<file path="src/rtl/trace_match_scorer.sv">
// Spell-trace scorer: latches a 4x4 target, shows it, records the player's drawn cells,
// then scores the drawing and acknowledges the generator with a 4-phase handshake.
module trace_match_scorer #(
    parameter int SHOW_CYCLES = 5,
    parameter int DRAW_CYCLES = 50,
    parameter int SCORE_W     = 8
) (
    input  logic               clk,
    input  logic               resetn,
    input  logic [15:0]        trace,
    input  logic               save_trace,
    input  logic               cell_valid,
    input  logic [3:0]         cell_idx,
    input  logic               done_btn,
    output logic [15:0]        target_show,
    output logic [15:0]        player_mask,
    output logic               result_valid,
    output logic               match,
    output logic [4:0]         mismatch_count,
    output logic [SCORE_W-1:0] score,
    output logic               trace_ack,
    output logic               busy
);

    localparam int TMAX    = (SHOW_CYCLES > DRAW_CYCLES) ? SHOW_CYCLES : DRAW_CYCLES;
    localparam int TIMER_W = (TMAX > 1) ? $clog2(TMAX) : 1;
    localparam logic [TIMER_W-1:0] SHOW_LOAD = TIMER_W'(SHOW_CYCLES - 1);
    localparam logic [TIMER_W-1:0] DRAW_LOAD = TIMER_W'(DRAW_CYCLES - 1);

    typedef enum logic [2:0] {
        S_IDLE, S_SHOW, S_DRAW, S_COMPARE, S_RESULT
    } state_t;

    state_t             state, state_next;
    logic [TIMER_W-1:0] timer;
    logic [15:0]        target;

    function automatic logic [4:0] popcount16(input logic [15:0] x);
        logic [4:0] cnt;
        cnt = '0;
        for (int i = 0; i < 16; i++) cnt = cnt + 5'(x[i]);
        return cnt;
    endfunction

    function automatic logic [SCORE_W-1:0] sat_inc(input logic [SCORE_W-1:0] v);
        return (&v) ? v : v + SCORE_W'(1);
    endfunction

    always_ff @(posedge clk) begin
        if (!resetn) state <= S_IDLE;
        else         state <= state_next;
    end

    always_comb begin
        state_next = state;
        case (state)
            S_IDLE:    if (save_trace) state_next = S_SHOW;
            S_SHOW:    if (timer == '0) state_next = S_DRAW;
            S_DRAW:    if (done_btn || timer == '0) state_next = S_COMPARE;
            S_COMPARE: state_next = S_RESULT;
            S_RESULT:  if (!save_trace) state_next = S_IDLE;
            default:   state_next = S_IDLE;
        endcase
    end

    // Datapath and registered outputs; flag outputs follow the next state so they align with it.
    always_ff @(posedge clk) begin
        if (!resetn) begin
            target         <= '0;
            timer          <= '0;
            player_mask    <= '0;
            mismatch_count <= '0;
            match          <= 1'b0;
            score          <= '0;
            target_show    <= '0;
            result_valid   <= 1'b0;
            trace_ack      <= 1'b0;
            busy           <= 1'b0;
        end else begin
            case (state)
                S_IDLE: if (save_trace) begin
                    target         <= trace;
                    timer          <= SHOW_LOAD;
                    player_mask    <= '0;
                    match          <= 1'b0;
                    mismatch_count <= '0;
                end
                S_SHOW: timer <= (timer == '0) ? DRAW_LOAD : timer - 1'b1;
                S_DRAW: begin
                    // A touch coinciding with the exit condition still counts.
                    if (cell_valid) player_mask[cell_idx] <= 1'b1;
                    if (!(done_btn || timer == '0)) timer <= timer - 1'b1;
                end
                S_COMPARE: begin
                    mismatch_count <= popcount16(target ^ player_mask);
                    match          <= (target == player_mask);
                    if (target == player_mask) score <= sat_inc(score);
                end
                default: ;
            endcase
            target_show  <= (state_next == S_SHOW) ? ((state == S_IDLE) ? trace : target) : '0;
            result_valid <= (state_next == S_RESULT);
            trace_ack    <= (state_next == S_RESULT);
            busy         <= (state_next != S_IDLE);
        end
    end

endmodule

</file>
<file path="config.mk">
export PLATFORM = sky130hd
export DESIGN_NAME = trace_match_scorer
export DESIGN_NICKNAME = d
export VERILOG_FILES = /design/src/rtl/trace_match_scorer.sv
export SDC_FILE = /design/constraint.sdc
export NUM_CORES = 1
export LEC_CHECK = 0
export ABC_AREA = 1
export ABC_CLOCK_PERIOD_IN_PS = 9600
export CAP_MARGIN = 20
export CELL_PAD_IN_SITES_DETAIL_PLACEMENT = 0
export CELL_PAD_IN_SITES_GLOBAL_PLACEMENT = 2
export CORE_ASPECT_RATIO = 0.8
export CORE_MARGIN = 1
export CORE_UTILIZATION = 31
export DETAILED_ROUTE_END_ITERATION = 10
export GPL_TIMING_DRIVEN = 0
export PLACE_DENSITY = 0.94
export SETUP_SLACK_MARGIN = 0.1
export SLEW_MARGIN = 10
export SYNTH_ARGS = -nofsm -noshare
export SYNTH_HDL_FRONTEND = slang
export SYNTH_SLANG_ARGS = --single-unit
</file>
<file path="constraint.sdc">
create_clock -name clk -period 9.6 [get_ports clk]
set_input_delay 1.92 -clock clk [delete_from_list [all_inputs] [get_ports clk]]
set_output_delay 1.92 -clock clk [all_outputs]
set_load 0.01 [all_outputs]
</file>
### Word-level counts from Yosys, hierarchy flattened

Index checks and enable logic that the tools add are counted.

| storage, ports and cells | value |
|---|---|
| bits in registers | 73 |
| input port bits | 25 |
| output and inout bits | 49 |
| logic and storage cells | 76 |

| operators by class | value |
|---|---|
| add/subtract/negate cells | 17 |
| order comparisons | 2 |
| equal/unequal tests | 10 |
| mux-type cells | 19 |
| bitwise logic cells | 3 |
| reduce and logical (&&, ||, !) cells | 15 |

Operators with widths:

| cell | count |
|---|---|
| adder 5 x 1 -> 5 bit | 11 |
| two-way mux 16 bit | 3 |
| one-hot mux 16 bit (2 select lines) | 1 |
| two-way mux 6 bit | 3 |
| one-hot mux 6 bit (3 select lines) | 1 |
| == test 16 bit | 1 |
| bitwise OR 16 bit | 1 |
| bitwise XOR 16 bit | 1 |
| one-hot mux 3 bit (5 select lines) | 1 |
| two-way mux 3 bit | 4 |
| one-hot mux 5 bit (2 select lines) | 1 |
| AND reduction 3 bit | 3 |
| adder 8 x 1 -> 8 bit (second input constant) | 1 |
| AND reduction 8 bit | 1 |
| == test 3 x 1 -> 1 bit (second input constant) | 2 |
| == test 3 x 2 -> 1 bit (second input constant) | 2 |
| == test 3 bit (second input constant) | 2 |
| zero test 6 bit | 1 |
| != test 2 bit (second input constant) | 3 |
| AND reduction 2 bit | 3 |
| nonzero test 3 bit | 2 |
| subtractor 6 x 1 -> 6 bit (second input constant) | 1 |
| adder 4 x 1 -> 5 bit | 1 |
| less-than comparator 4 x 5 -> 1 bit (second input constant) | 1 |
| 13 further kinds | 15 |

### Depth between registers and ports, before layout

Gate-level depths: netlist (run 1).

| depth | value |
|---|---|
| depth in word-level cells | 17 |
| gate-level depth with buffers | 17 |
| depth with buffers taken out | 17 |

### Least setup slack after synthesis (run 1)

No wires, ideal clock.

| timing path | value |
|---|---|
| path kind | register to register |
| from | register player_mask[3] |
| to | register mismatch_count[4] |
| data arrival time | 3633 ps |
| setup slack | 5835 ps |
| stages on the path, launching flop included | 17 |
| buffers on the path | 0 |
| cell sequence | dfxtp_1 -> inv_1 -> nand2_1 -> nand2_1 -> fa_1 -> inv_1 -> fa_1 -> fa_1 -> inv_1 -> fa_1 -> inv_1 -> ha_1 -> fa_1 -> nand2_1 -> inv_1 -> o211ai_1 -> a21oi_1 |

| between the ends | value |
|---|---|
| longest elaborated chain between the ends | 15 |

Ends and longest elaborated chain:

| element | line | RTL |
|---|---|---|
| from (decl) | 16 | `output logic [15:0] player_mask,` |
| from (signal assigned) | 71 | `player_mask <= '0;` |
| from (signal assigned) | 84 | `player_mask <= '0;` |
| from (signal, indexed assignment) | 91 | `if (cell_valid) player_mask[cell_idx] <= 1'b1;` |
| bitwise XOR 16 bit | 95 | `mismatch_count <= popcount16(target ^ player_mask);` |
| adder 3 x 1 -> 4 bit | 41 | `for (int i = 0; i < 16; i++) cnt = cnt + 5'(x[i]);` |
| adder 4 x 1 -> 5 bit | 41 |  |
| adder 5 x 1 -> 5 bit (11 in a row) | 41 |  |
| one-hot mux 5 bit (2 select lines) | 80 | `case (state)` |
| to (signal assigned) | 95 |  |
| to (decl) | 19 | `output logic [4:0] mismatch_count,` |

No other way between the ends.
A chain may end at the register's enable or synchronous reset.

### Worst setup path after layout (run 1)

Same ends and word-level chain as after synthesis.

==> flow_summary.yaml, run 1 <==
critical_path:
  path_max_fanout: 3
  rr_worst_depth: 16
  crit_chain: "inv_1 -> nand2_1 -> nand2_1 -> fa_1 -> inv_1 -> fa_1 -> fa_1 -> inv_1 -> fa_1 -> inv_1 -> ha_1 -> fa_1 -> nand2_1 -> inv_1 -> o211ai_1 -> a21oi_1"
  criticalPathCategory: "reg2reg"
  crit_arrival_ns: 4.23
  cpPeakStageDelay_ns: 0.54
  cp-end-kind: "flop"
  cp_data_required_time_ns: 9.81
  crit_slowest_cell: "sky130_fd_sc_hd__fa_1"
  start_kind: "flop"
min_path:
  worstHoldPathType: "reg2reg"
  worst_hold_path.num_cells: 2
route:
  via_count: 3437
  routedWlPerCell_um: 12.8
  route.detailed.vias_per_inst: 4.50
  drt_first_pass_iters: 7
  drt_iter0_markers: 125
  ant_nets: 0
  drt-total-wl_mm: 9.78
  drc: 4
logic_synthesis:
  synth_mux_area_share_pct: 0
  combinational_family_with_the_most_area_after_synthesis: "simple AND/OR/NAND/NOR gates"
  ys_top_cells_by_area: "sky130_fd_sc_hd__dfxtp_1 (39%), sky130_fd_sc_hd__nand2_1 (13%), sky130_fd_sc_hd__inv_1 (9.3%)"
  yosys_reg_bits: 73
  syn-mean-instance-area_um2: 7.11
  netlist_area_mm2: 0.00375
  yosysTopAreaCell: "sky130_fd_sc_hd__dfxtp_1"
  synth_common_cells: "sky130_fd_sc_hd__nand2_1 (129), sky130_fd_sc_hd__inv_1 (93), sky130_fd_sc_hd__dfxtp_1 (73), sky130_fd_sc_hd__a21oi_1 (45), sky130_fd_sc_hd__nor2_1 (41)"
  number_of_flops_mapped_to_enable_cells_by_yosys: 0
  post_synth_xor_area_fraction_pct: 0.935
  synth_compound_area_share_pct: 11.3
  post-synth-top-count-cell: "sky130_fd_sc_hd__nand2_1"
  synth-async-reset-ratio_pct: 0
  synth-simple-area-share_pct: 28.8
  ys.warnings.count: 0
  synth-adder-area-share_pct: 8.34
  sequential_fraction_of_the_synthesis_area_pct: 39.0
  synth_ff_type: "sky130_fd_sc_hd__dfxtp_1"
  synthDistinctLibCells: 33
  synth_top_area_share_pct: 39.0
  postSynthCellCount: 527
  syn_nets: 571
sta:
  unrepaired_setup_endpoints_after_global_routing: "false"
  post-route-min-period_ns: 4.03
  timing.max_slew.rel_slack_pct: 62.5
  finalHoldViolCount: 0
  final.period_utilization_pct: 41.9
  worst_slew_pin_slew_ns: 0.562
  finalClockSkew_ns: 0.00680
  slew_limit_fails: 0
  fin_tns_setup_ns: 0
  max_freq_ghz: 0.248
  setup_viol_count_final: 0
clock_network:
  postCtsSetupBuffers: 0
  cts.reportedPaths.clkPinSlew_ns: 0.06
  cts.hold.buffers_added: 0
  clkSinkCount: 73
  cts-buffers-inserted: 9
  worstSkewPairLatency_ns: 0.34
  clock_tree.root_cell: "sky130_fd_sc_hd__clkbuf_16"
  cts_max_path_buffers: 2
  cts_tree: "yes"
  h-tree-depth: 3
  cts.repair.resized: 0
global_routing:
  number_of_global_route_vias_before_repair: 3427
  largest_net_degree_at_the_start_of_global_routing: 13
  grtUsageTotal_pct: 16.8
  globalRouteOverflowTotal: 0
  antenna_found_initial: 0
  grt_first_pass_wirelength_mm: 16.4
floorplanning:
  top_level_i_o_count: 74
  dieWidth_um: 125
  row_count: 35
  initial_core_utilization_pct: 32.2
  die_y_um: 100
  core_area_mm2: 0.0116
  design.die.area_mm2: 0.0125
power_and_ir_drop:
  finalPower_w: 0.00131
  pwr_density_cell_mw_per_mm2: 262
  leakage_dissipation_nw: 2.19
  vdd_drop_max_mv: 0.107
run_status:
  violations: "DRC"
  status: "finished with violations"
placed_design:
  hpwl_mm: 7.57
  port_buffers: 73
  gpl.final_weighted_congestion: 0.780
flow_run:
  cap_viol_max_count: 0
final_layout:
  fillCellCount: 1180
  fin_nets: 655
  number_of_diodes: 0
  drive_gt1_share_pct: 7.79
  area_delta_synth_final_pct: 33.0
  final_core_util_pct: 42.8
## cells by family (layout without fill, tap and decap cells)
| logic type | after synthesis | after routing |
|---|---|---|
| and+or+nand+nor | 243 | 243 |
| buffers and inverters | 111 | 200 |
| AOI/OAI and AO/OA | 77 | 77 |
| DFF | 73 | 73 |
| adders and majority gates | 19 | 19 |
| xor gates and xnor gates | 4 | 4 |
## metal layers
| metal | global-route usage [%] | vias to the layer above | wire [um] |
|---|---|---|---|
| met1 | 22.0 | 1551 | 4860 |
| met4 | 6.94 | 0 | 157 |
| met2 | 26.8 | 56 | 4270 |
| met3 | 4.00 | 11 | 487 |
| met5 | 0 | - | 0 |
| li1 | - | 1819 | - |
## layout by cell type, fill, tap and decap left out, drive strengths merged, types with 3 or more instances in the layout
cell type,Yosys,routed
xnor2,3,3
a21oi,46,46
nand2,132,132
buf,5,5
clkbuf,10,22
ha,9,9
nor3,6,6
nor2,42,42
clkdlybuf4s50,0,73
nand3,31,31
o21ai,26,26
inv,95,95
dfxtp,73,73
or2,17,17
nand4,14,14
fa,10,10
## power by group
group	switching (W)	leakage [nW]	internal, W
Sequential	0.0000274	0.594	0.000357
Combinational	0.000343	1.45	0.000212
Clock	0.000133	0.153	0.000235
## layout make-up
class                           count  area [um2]  share of cell area [%]
Buffer                             15        73.8                    1.48
Clock buffer                       12         246                    4.94
Clock inverter                      4        76.3                    1.53
Inverter                           96         360                    7.23
Multi-Input combinational cell    343        1850                    37.2
Sequential cell                    73        1460                    29.3
Tap cell                          148         185                    3.71
Timing Repair Buffer               73         731                    14.7
## state kept, by name, indices dropped and copies added, names as in the netlist
signal	flops
target	16
player_mask	16
trace_ack	1
busy	1
timer	6
state	3
target_show	16
mismatch_count	5
score	8
match	1
## stage by stage
| step | instance area (um2) | setup slack (ns) | hold WS [ns] | std cells |
|---|---|---|---|---|
| after floorplan | 3750 | 5.84 | 0.459 | 527 |
| after global placement | 4660 | 5.62 | 0.459 | 748 |
| after detailed placement | 4660 | 5.57 | 0.457 | 748 |
| after CTS | 4990 | 5.54 | 0.466 | 764 |
| after global routing | 4990 | 5.30 | 0.486 | 764 |
| final | 4990 | 5.57 | 0.464 | 764 |
## path summary, 6_finish.rpt
kind	slack, ns	start	endpoint
worst min-delay path	0.46	mismatch_count[4]	mismatch_count[4]
worst max-delay path	5.57	player_mask[3]	mismatch_count[4]
worst min register to register	0.46	mismatch_count[4]	mismatch_count[4]
worst max register to register	5.57	player_mask[3]	mismatch_count[4]
## worst max-delay path, delay by kind of cell (launching register included)
family                   cells  cell delay (ns)
AO/OA/AOI/OAI                2             0.28
adder cells (fa/ha/maj)      6             2.69
buffers and inverters        5             0.27
flip-flops                   1             0.37
AND/OR/NAND/NOR              3             0.28
Power figures use the tool's default switching activity.
==> run 2: changes to the inputs <==
--- a/config.mk
+++ b/config.mk
@@ -6,16 +6,16 @@
 export NUM_CORES = 1
 export LEC_CHECK = 0
 export ABC_AREA = 1
-export ABC_CLOCK_PERIOD_IN_PS = 9600
+export ABC_CLOCK_PERIOD_IN_PS = 3550
 export CAP_MARGIN = 20
 export CELL_PAD_IN_SITES_DETAIL_PLACEMENT = 0
 export CELL_PAD_IN_SITES_GLOBAL_PLACEMENT = 2
 export CORE_ASPECT_RATIO = 0.8
 export CORE_MARGIN = 1
-export CORE_UTILIZATION = 31
+export CORE_UTILIZATION = 26
 export DETAILED_ROUTE_END_ITERATION = 10
 export GPL_TIMING_DRIVEN = 0
-export PLACE_DENSITY = 0.94
+export PLACE_DENSITY = 0.85
 export SETUP_SLACK_MARGIN = 0.1
 export SLEW_MARGIN = 10
 export SYNTH_ARGS = -nofsm -noshare
==> constraint.sdc (replaced) <==
create_clock -name clk -period 3.55 [get_ports clk]
set_input_delay 0.71 -clock clk [delete_from_list [all_inputs] [get_ports clk]]
set_output_delay 0.71 -clock clk [all_outputs]
set_load 0.01 [all_outputs]
==> run 2 against run 1 <==
Effect of this change: the flow finishes with violations (setup timing); power rose to 2.8 times the previous value; non-clock buffer count rose by 25; first-iteration DRC count increased by 64%; via count grew 3.7%; cell count is 7.3% higher; final area up 5.4%; register-to-register slack got worse by 5.7 ns.
==> flow_summary.yaml, run 2 (synthesis results as in run 1) <==
final_layout:
  area_delta_synth_final_pct: 40.3
  fin_nets: 680
  fillCellCount: 1426
  number_of_diodes: 0
  final_core_util_pct: 38.0
  drive_gt1_share_pct: 18.3
  most_frequent_standard_cell_in_the_layout_excluding_fill_and_tap_cells: "sky130_fd_sc_hd__nand2_1"
  layout_common_cells: "sky130_fd_sc_hd__nand2_1 (117), sky130_fd_sc_hd__inv_1 (78), sky130_fd_sc_hd__clkdlybuf4s50_1 (73), sky130_fd_sc_hd__dfxtp_1 (60), sky130_fd_sc_hd__a21oi_1 (44)"
  reg_top3: "player_mask (16), target (16), target_show (16)"
critical_path:
  path_max_fanout: 3
  criticalPathCategory: "reg2reg"
  setup.reg_to_reg.worst_slack_ns: -0.10
  cp_data_required_time_ns: 3.75
  rr_worst_depth: 16
  worstReg2RegStart: "player_mask[9]"
  crit_arrival_ns: 3.85
  start_kind: "flop"
  critical_path.startpoint: "player_mask[9]"
  critical_path.endpoint: "mismatch_count[4]"
  crit-reg2reg-capture: "mismatch_count[4]"
  cp-end-kind: "flop"
power_and_ir_drop:
  vdd_drop_max_mv: 0.390
  power.internal_w: 0.00219
  clkPwrFrac_pct: 24.4
  seqPwrFrac_pct: 28.9
  pwr_density_cell_mw_per_mm2: 687
  finalPower_w: 0.00361
  power_switching_w: 0.00142
  leakage_dissipation_nw: 2.28
  p_comb_share_pct: 46.7
  swShare_pct: 39.4
clock_network:
  cts-buffers-inserted: 9
  cts_tree: "yes"
  clock_tree.root_cell: "sky130_fd_sc_hd__clkbuf_16"
  cts_max_path_buffers: 2
  clkSinkCount: 73
  cts.reportedPaths.clkPinSlew_ns: 0.06
  worstSkewPairLatency_ns: 0.34
  h-tree-depth: 3
sta:
  post-route-min-period_ns: 3.65
  finalHoldViolCount: 0
  unrepaired_setup_endpoints_after_global_routing: "true"
  finalClockSkew_ns: 0.00797
  setup_viol_count_final: 3
  fin_tns_setup_ns: -0.219
  max_freq_ghz: 0.274
  worst_slew_pin_slew_ns: 0.595
  timing.max_slew.rel_slack_pct: 60.3
  slew_limit_fails: 0
  worst_slack_ns: -0.102
  final.period_utilization_pct: 103
global_routing:
  grtUsageTotal_pct: 15.0
  antenna_found_initial: 0
  largest_net_degree_at_the_start_of_global_routing: 12
  number_of_global_route_vias_before_repair: 3386
  globalRouteOverflowTotal: 0
  grt_first_pass_wirelength_mm: 17.0
floorplanning:
  dieWidth_um: 136
  initial_core_utilization_pct: 27.1
  row_count: 38
  die_y_um: 109
  core_area_mm2: 0.0138
  top_level_i_o_count: 74
  design.die.area_mm2: 0.0149
route:
  drc: 0
  ant_nets: 0
  drt-total-wl_mm: 10.5
  drt_iter0_markers: 205
  routedWlPerCell_um: 12.8
  via_count: 3563
  route.detailed.vias_per_inst: 4.35
  drt_first_pass_iters: 4
min_path:
  worstHoldPathType: "reg2reg"
placed_design:
  port_buffers: 73
  dp_slack_ns: -0.198
  hpwl_mm: 7.83
  gpl.final_weighted_congestion: 0.791
run_status:
  violations: "setup timing"
  status: "finished with violations"
flow_run:
  cap_viol_max_count: 0
==> run 2: layer usage <==
layer,part of all wire (%),wire length (um),vias up,track usage [%]
met5,0,0,-,0
met3,5.0,523,12,3.14
li1,-,-,1864,-
met4,1.3,139,0,5.24
met1,50,5280,1609,20.8
met2,44,4580,78,23.0
==> run 2: what timing repair did <==
action                     in CTS  in global routing
resized for setup              21                 20
hold buffers                    0                  0
setup endpoints to repair       4                  4
setup buffers                  19                  6
pin swaps                      16                 17
==> run 2: how the worst min path moves through the flow <==
stage                     slack, ns           endpoint  cells past startpoint               from
after global routing           0.48  mismatch_count[4]                      2  mismatch_count[4]
after floorplan                0.46           timer[0]                      2           timer[0]
after detailed placement       0.45  mismatch_count[0]                      2  mismatch_count[0]
after global placement         0.46  mismatch_count[1]                      2  mismatch_count[1]
after CTS                      0.46  mismatch_count[0]                      2  mismatch_count[0]
final                          0.46  mismatch_count[4]                      2  mismatch_count[4]
==> run 2: final cells by class <==
cell class	instances	area [um2]	area share, %
timing repair buffer	98	918	17.5
clock buffer	12	236	4.50
clock inverter	3	42.5	0.809
inverter	96	360	6.85
buffer	15	73.8	1.40
tap	180	225	4.28
sequential	73	1480	28.1
multi-input combinational	343	1920	36.6
==> run 2: stage by stage <==
stage,std cells,hold WS [ns],instance area [um2]
floorplan,527,0.459,3770
finish,820,0.459,5260
global placement,780,0.457,4730
global route,820,0.485,5260
CTS,814,0.463,5190
detailed placement,780,0.455,4730
==> run 2: power by group through the flow <==
stage / registers (W) / clock network [W] / logic, W
after floorplan: 0.00108 / 0 / 0.00102
after global placement: 0.00106 / 0 / 0.00152
after detailed placement: 0.00106 / 0 / 0.00152
after CTS: 0.00104 / 0.000909 / 0.00165
after global routing: 0.00106 / 0.000943 / 0.00193
final: 0.00105 / 0.000881 / 0.00169
==> run 2: worst max-delay path, stage by stage (launching register included) <==
cell,delay [ns]
sky130_fd_sc_hd__dfxtp_2,0.34
sky130_fd_sc_hd__inv_2,0.06
sky130_fd_sc_hd__nand2_2,0.06
sky130_fd_sc_hd__nand2_4,0.07
sky130_fd_sc_hd__inv_2,0.04
sky130_fd_sc_hd__fa_1,0.55
sky130_fd_sc_hd__fa_2,0.45
sky130_fd_sc_hd__fa_1,0.51
sky130_fd_sc_hd__inv_1,0.05
sky130_fd_sc_hd__fa_1,0.49
sky130_fd_sc_hd__inv_2,0.05
sky130_fd_sc_hd__ha_4,0.16
sky130_fd_sc_hd__fa_2,0.35
sky130_fd_sc_hd__nand2_1,0.06
sky130_fd_sc_hd__inv_1,0.05
sky130_fd_sc_hd__o211ai_1,0.16
sky130_fd_sc_hd__a21oi_1,0.09
==> run 3: changes to the inputs <==
--- a/config.mk
+++ b/config.mk
@@ -15,6 +15,7 @@
 export CORE_UTILIZATION = 26
 export DETAILED_ROUTE_END_ITERATION = 10
 export GPL_TIMING_DRIVEN = 0
+export MAX_ROUTING_LAYER = met4
 export PLACE_DENSITY = 0.85
 export SETUP_SLACK_MARGIN = 0.1
 export SLEW_MARGIN = 10
==> constraint.sdc (replaced) <==
create_clock -name clk -period 3.55 [get_ports clk]
set_input_delay 0.5325 -clock clk [delete_from_list [all_inputs] [get_ports clk]]
set_output_delay 0.5325 -clock clk [all_outputs]
set_load 0.01 [all_outputs]
==> run 3 against run 2 <==
Effect of this change: the run still ends with setup timing left; hold slack is essentially flat; flip-flop and latch count did not move; via count down 0.90%; clock power about the same; critical path type unchanged; highest routed layer unchanged.
==> flow_summary.yaml, run 3 (synthesis results as in run 1) <==
power_and_ir_drop:
  p_comb_share_pct: 46.6
  clkPwrFrac_pct: 24.4
  power_switching_w: 0.00142
  vdd_drop_max_mv: 0.390
  power.internal_w: 0.00219
  leakage_dissipation_nw: 2.28
  swShare_pct: 39.3
  seqPwrFrac_pct: 29.0
  pwr_density_cell_mw_per_mm2: 687
sta:
  fin_tns_setup_ns: -0.220
  setup_viol_count_final: 3
  unrepaired_setup_endpoints_after_global_routing: "true"
  finalHoldViolCount: 0
  slew_limit_fails: 0
  finalClockSkew_ns: 0.00832
  max_freq_ghz: 0.274
  worst_slack_ns: -0.103
  fin_worst_hold_slack_ns: 0.459
  post-route-min-period_ns: 3.65
  worst_slew_pin_slew_ns: 0.580
  final.period_utilization_pct: 103
  timing.max_slew.rel_slack_pct: 61.3
run_status:
  violations: "setup timing"
  status: "finished with violations"
floorplanning:
  die_y_um: 109
  initial_core_utilization_pct: 27.1
  core_area_mm2: 0.0138
  dieWidth_um: 136
  top_level_i_o_count: 74
  row_count: 38
  design.die.area_mm2: 0.0149
critical_path:
  crit_slowest_cell: "sky130_fd_sc_hd__fa_1"
  start_kind: "flop"
  crit_chain: "inv_2 -> nand2_2 -> nand2_4 -> inv_2 -> fa_1 -> fa_2 -> fa_1 -> inv_1 -> fa_1 -> inv_2 -> ha_4 -> fa_2 -> nand2_1 -> inv_1 -> o211ai_1 -> a21oi_1"
  path_max_fanout: 3
  criticalPathCategory: "reg2reg"
  cp-end-kind: "flop"
  cp_data_required_time_ns: 3.75
  setup.reg_to_reg.worst_slack_ns: -0.10
  cpPeakStageDelay_ns: 0.55
  crit_arrival_ns: 3.85
placed_design:
  port_buffers: 73
  hpwl_mm: 7.83
  dp_slack_ns: -0.198
  dpl.cell_count: 780
  gpl.final_weighted_congestion: 0.802
route:
  via_count: 3531
  drc: 0
  routedWlPerCell_um: 12.8
  drt_iter0_markers: 230
  ant_nets: 0
  drt-total-wl_mm: 10.5
  route.detailed.vias_per_inst: 4.31
  drt_first_pass_iters: 4
global_routing:
  antenna_found_initial: 0
  largest_net_degree_at_the_start_of_global_routing: 12
  grt_first_pass_wirelength_mm: 17.0
  globalRouteOverflowTotal: 0
  grtUsageTotal_pct: 15.5
  number_of_global_route_vias_before_repair: 3387
clock_network:
  cts.hold.buffers_added: 0
  cts.reportedPaths.clkPinSlew_ns: 0.06
  cts_max_path_buffers: 2
  cts_tree: "yes"
  h-tree-depth: 3
  cts-buffers-inserted: 9
  worstSkewPairLatency_ns: 0.34
  clkSinkCount: 73
  clock_tree.root_cell: "sky130_fd_sc_hd__clkbuf_16"
final_layout:
  most_frequent_standard_cell_in_the_layout_excluding_fill_and_tap_cells: "sky130_fd_sc_hd__nand2_1"
  post_layout_nonfiller_instances: 820
  fin_nets: 680
  layout_common_cells: "sky130_fd_sc_hd__nand2_1 (117), sky130_fd_sc_hd__inv_1 (78), sky130_fd_sc_hd__clkdlybuf4s50_1 (73), sky130_fd_sc_hd__dfxtp_1 (60), sky130_fd_sc_hd__a21oi_1 (44)"
  reg_top3: "player_mask (16), target (16), target_show (16)"
  final_core_util_pct: 38.0
  number_of_diodes: 0
  drive_gt1_share_pct: 18.3
  area_delta_synth_final_pct: 40.3
min_path:
  worstHoldPathType: "reg2reg"
flow_run:
  cap_viol_max_count: 0
==> run 3: cell counts in the layout (fill, tap and decap cells not counted) <==
No cell type changed its count.
==> run 3: final timing paths <==
kind                                   startpoint                end  depth (start not counted)
worst min register to register  mismatch_count[4]  mismatch_count[4]                          2
worst max register to register     player_mask[9]  mismatch_count[4]                         16
worst max-delay path               player_mask[9]  mismatch_count[4]                         16
worst min-delay path            mismatch_count[4]  mismatch_count[4]                          2
==> run 3: metal layers <==
metal | up-vias | GRT usage [%] | part of all wire, %
met2 | 58 | 23.0 | 43
met5 | - | - | 0
li1 | 1863 | - | -
met4 | 0 | 5.24 | 1.4
met3 | 12 | 3.14 | 3.7
met1 | 1598 | 20.8 | 52
==> run 3: metrics by stage <==
| stage | cell area, um2 | total power, W |
|---|---|---|
| finish | 5260 | 0.00361 |
| CTS | 5190 | 0.00360 |
| floorplan | 3770 | 0.00210 |
| detailed placement | 4730 | 0.00258 |
| global route | 5260 | 0.00393 |
| global placement | 4730 | 0.00258 |
==> run 3: critical path, delay by kind of cell (launching register included) <==
kind	cells	cell delay [ns]
fa+ha+maj	6	2.51
flops	1	0.34
buf+inv	5	0.25
compound gates	2	0.25
simple gates	3	0.19
==> run 3: cell type report <==
type / count / area [um2]
inverters: 96 / 360
clock inverters: 3 / 42.5
repair buffers: 98 / 918
well taps: 180 / 225
flip-flops and latches: 73 / 1480
clock buffers: 12 / 236
fillers: 1426 / 8580
plain buffers: 15 / 73.8
multi-input cells: 343 / 1920
==> run 3: power groups by stage <==
| stage | clock network, W | registers, W | logic [W] |
|---|---|---|---|
| floorplan | 0 | 0.00108 | 0.00102 |
| global placement | 0 | 0.00106 | 0.00152 |
| detailed placement | 0 | 0.00106 | 0.00152 |
| CTS | 0.000909 | 0.00104 | 0.00165 |
| global route | 0.000943 | 0.00106 | 0.00193 |
| finish | 0.000882 | 0.00105 | 0.00168 |
==> run 3: timing repair <==
action                                  in CTS  in global routing
setup buffers                               19                  6
pin swaps                                   16                 17
endpoints found under the setup margin       4                  4
resized for setup                           21                 20
==> variant 1: new RTL, settings of run 3 <==
`DRAW_CYCLES`: 50 -> 100.
--- a/src/rtl/trace_match_scorer.sv
+++ b/src/rtl/trace_match_scorer.sv
@@ -2,7 +2,7 @@
 // then scores the drawing and acknowledges the generator with a 4-phase handshake.
 module trace_match_scorer #(
     parameter int SHOW_CYCLES = 5,
-    parameter int DRAW_CYCLES = 50,
+    parameter int DRAW_CYCLES = 100,
     parameter int SCORE_W     = 8
 ) (
     input  logic               clk,
Formal check against the unedited RTL: no difference found for any inputs over 10 cycles, from zero or initial values and one cycle with resetn low; that may be too few to reach the edited logic, so the function may still have changed.
==> variant 1 against run 3 <==
- hold slack improved by 0.019 ns
- fmax up 1.5%
- count of clock-buffer cells in the layout fell by 2
- critical path depth decreased by 1
- sequential cell count grew 1
- first-iteration DRC count down 11%
- final area is 0.67% lower
- total power grew 4.9%
- wire length rose by 7.5%
- critical path type unchanged
- setup slack improved by 0.055 ns
- the run still ends with negative setup slack left
- area after synthesis grew 0.93%
==> variant 1: results <==
set metrics [dict create \
    holdWs_ns 0.4787 \
    grt_usage 0.1632 \
    first_iter_violations 204 \
    critPathLaunch "player_mask[11]" \
    setup_violations 3 \
    peakVddDrop_v 0.0002731 \
    grt_max_degree 13 \
    async_reset_ff_frac 0 \
    r2r_slack_ns -0.05 \
    post-place-ws_ns -0.2009 \
    wl_mm 11.31 \
    syn_area_per_cell_um2 6.830 \
    cts_buffer_depth 2 \
    seq_area_frac_synth 0.3915 \
    viasPerCell 4.411 \
    rr_worst_depth 15 \
    grt_pass1_vias 3438 \
    yosys-top-cells-count "192 x nand2_1, 74 x dfxtp_1, 69 x inv_1, 57 x a21oi_1, 46 x nor2_1" \
    violations "negative setup slack" \
    hold_end "mismatch_count[0]" \
    status "finished with violations" \
    hold_start "mismatch_count[0]" \
    gp_congestion 0.8271 \
    fin_skew_ns 0.007769 \
    drive_gt1_frac 0.1321 \
    powerComb_mw 1.78 \
    tns_ns -0.1238 \
    arrival_ns 3.80 \
    leakage_nw 2.191 \
    layout.nets 689 \
    placed_area_mm2 0.004780 \
    syn_nets 597 \
    pwr_density_cell_mw_per_mm2 725.4 \
    dr.pass1.iters 4 \
    fillers 1519 \
    num_vias 3683 \
    grt_pass1_wl_mm 17.59 \
    relSlewSlack 0.5400 \
    synth_cell_types 26 \
    setup_ws_ns -0.04774 \
    worstPathMaxFanout 4 \
]
==> variant 1: timing repair <==
item,4_1_cts,5_1_grt
endpoints found under the hold margin,0,0
resized for setup,15,28
pin swaps,8,12
setup endpoints to repair,4,4
buffers inserted,5,3
==> variant 1: logic make-up after synthesis <==
logic type	after synthesis	synth area share
adders and majority gates	18	0.07937
buffers and inverters	83	0.08664
xor gates and xnor gates	10	0.02315
and+or+nand+nor	287	0.3085
DFF	74	0.3915
AOI/OAI and AO/OA	82	0.1108
==> variant 1: area by class of cell <==
class,count,share of cell area
clock inverters,6,0.01102
repair buffers,81,0.1514
flip-flops and latches,74,0.2913
multi-input cells,397,0.3943
inverters,70,0.05174
plain buffers,13,0.01246
well taps,184,0.04407
clock buffers,10,0.04383
==> variant 1: layer usage <==
layer | track usage | routed length [um] | vias to the layer above
met5 | - | 0 | -
met2 | 0.2458 | 5020 | 78
li1 | - | - | 1919
met4 | 0.03532 | 85 | 0
met1 | 0.2165 | 5656 | 1679
met3 | 0.04610 | 547 | 7
==> variant 2: new RTL, flow settings as in run 3 <==
Without the edit above. Register the output `mismatch_count` once more, with the module's reset; this adds one clock of latency there. The other outputs are not delayed to match.
--- a/src/rtl/trace_match_scorer.sv
+++ b/src/rtl/trace_match_scorer.sv
@@ -30,6 +30,8 @@
     typedef enum logic [2:0] {
         S_IDLE, S_SHOW, S_DRAW, S_COMPARE, S_RESULT
     } state_t;
+
+    logic [4:0] mismatch_count_s0;
 
     state_t             state, state_next;
     logic [TIMER_W-1:0] timer;
@@ -69,7 +71,7 @@
             target         <= '0;
             timer          <= '0;
             player_mask    <= '0;
-            mismatch_count <= '0;
+            mismatch_count_s0 <= '0;
             match          <= 1'b0;
             score          <= '0;
             target_show    <= '0;
@@ -83,7 +85,7 @@
                     timer          <= SHOW_LOAD;
                     player_mask    <= '0;
                     match          <= 1'b0;
-                    mismatch_count <= '0;
+                    mismatch_count_s0 <= '0;
                 end
                 S_SHOW: timer <= (timer == '0) ? DRAW_LOAD : timer - 1'b1;
                 S_DRAW: begin
@@ -92,7 +94,7 @@
                     if (!(done_btn || timer == '0)) timer <= timer - 1'b1;
                 end
                 S_COMPARE: begin
-                    mismatch_count <= popcount16(target ^ player_mask);
+                    mismatch_count_s0 <= popcount16(target ^ player_mask);
                     match          <= (target == player_mask);
                     if (target == player_mask) score <= sat_inc(score);
                 end
@@ -105,5 +107,13 @@
         end
     end
 
+    always_ff @(posedge clk) begin
+        if (!resetn) begin
+            mismatch_count <= '0;
+        end else begin
+            mismatch_count <= mismatch_count_s0;
+        end
+    end
+
 endmodule
 
Function: changed (a bounded check fails within 10 cycles, from zero or initial values and one cycle with resetn low).
==> variant 2 against run 3 <==
- the run still ends with negative setup slack left
- setup slack better by 0.023 ns
- clock power rose by 1%
- area after synthesis is 11% higher
- sequential cell count up 5
- final area rose by 6.0%
- total power grew 12%
- wire length up 16%
- critical endpoint is now mismatch_count_s0[2]
- largest cell class unchanged
- highest routed layer unchanged
==> variant 2: results <==
set metrics [dict create \
    status "finished with violations" \
    violations "negative setup slack" \
    syn_area_per_cell_um2 7.013 \
    setup_ws_ns -0.07958 \
    seq_area_frac_synth 0.3761 \
    grt_usage 0.1677 \
    syn_nets 636 \
    wire_per_inst_um 13.64 \
    grt_max_degree 14 \
    yosys-top-cells-count "179 x nand2_1, 86 x inv_1, 78 x dfxtp_1, 52 x nor2_1, 38 x o21ai_0" \
    clk_latency_ns 0.35 \
    stdcell_count 898 \
    setup_violations 4 \
    grt_pass1_vias 3760 \
    tns_ns -0.2354 \
    first_iter_violations 206 \
    placedCellCount 875 \
    leakage_nw 2.440 \
    tightest_slew_ns 0.6322 \
    dpl.hpwl_mm 9.581 \
    rr_worst_depth 13 \
    peakVddDrop_v 0.0002425 \
    drive_gt1_frac 0.1570 \
    synth_cell_types 32 \
    placed_area_mm2 0.005192 \
    fillers 1666 \
    layout.nets 727 \
    viasPerCell 4.311 \
    post-place-ws_ns -0.1370 \
    grt_pass1_wl_mm 19.80 \
    fin_skew_ns 0.006118 \
    seq_area_mm2 0.001593 \
    gp_congestion 0.8525 \
]
## variant 2: changes by cell type after synthesis, sizes merged, moves of 5 or more
| cell | run 3 | this run |
|---|---|---|
| nand3 | 31 | 37 |
| clkbuf | 10 | 5 |
| nor2 | 42 | 69 |
| or2 | 17 | 0 |
| o21ai | 26 | 38 |
| nand4 | 14 | 3 |
| nor3 | 6 | 1 |
| nand2 | 132 | 189 |
| a21oi | 46 | 34 |
| dfxtp | 73 | 78 |
## variant 2: layout make-up
type	instances	share of cell area
repair buffers	80	0.1405
well taps	210	0.04714
clock inverters	5	0.005836
flip-flops and latches	78	0.2857
inverters	94	0.06330
multi-input cells	406	0.3975
clock buffers	11	0.04534
plain buffers	14	0.01459
## variant 2: critical path, stage by stage, from the launching register on
cell and delay [ns]:
dfxtp_4 0.37, xnor2_4 0.15, fa_1 0.54, inv_1 0.06
fa_1 0.49, fa_1 0.54, inv_1 0.04, fa_1 0.48
inv_1 0.04, ha_2 0.19, fa_2 0.35, a21oi_1 0.12
o21ai_1 0.08, o22ai_1 0.11
## variant 2: logic make-up (layout without fill, tap and decap cells)
logic type / Yosys count / after routing / share of synthesized area
AO/OA/AOI/OAI: 78 / 78 / 0.1019
XOR/XNOR: 9 / 9 / 0.01899
adder cells (fa/ha/maj): 19 / 19 / 0.07535
buffers and inverters: 108 / 204 / 0.1046
flip-flops: 78 / 78 / 0.3761
AND/OR/NAND/NOR: 300 / 300 / 0.3231
## variant 2: what timing repair did
action	CTS	global route
hold buffers	0	0
setup buffers	6	1
endpoints found under the setup margin	4	5
gates resized for setup	22	4
pin swaps	11	1
## variant 2: final timing paths
kind | from | endpoint | slack (ns)
hold / removal | mismatch_count_s0[4] | mismatch_count[4] | 0.45
setup / recovery | player_mask[0] | mismatch_count_s0[2] | -0.08
hold reg to reg | mismatch_count_s0[4] | mismatch_count[4] | 0.45
setup reg to reg | player_mask[0] | mismatch_count_s0[2] | -0.08
## variant 2: report_power, final
group          total, mW  internal [mW]  switching, mW
clock              0.892          0.511          0.381
sequential          1.14           1.04          0.107
combinational       2.03          0.762           1.27
## variant 2: layer usage
layer	vias up	part of all wire	GRT usage
met3	9	0.045	0.04498
met1	1783	0.51	0.2259
li1	2008	-	-
met5	-	0	-
met4	0	0.010	0.04113
met2	71	0.43	0.2475
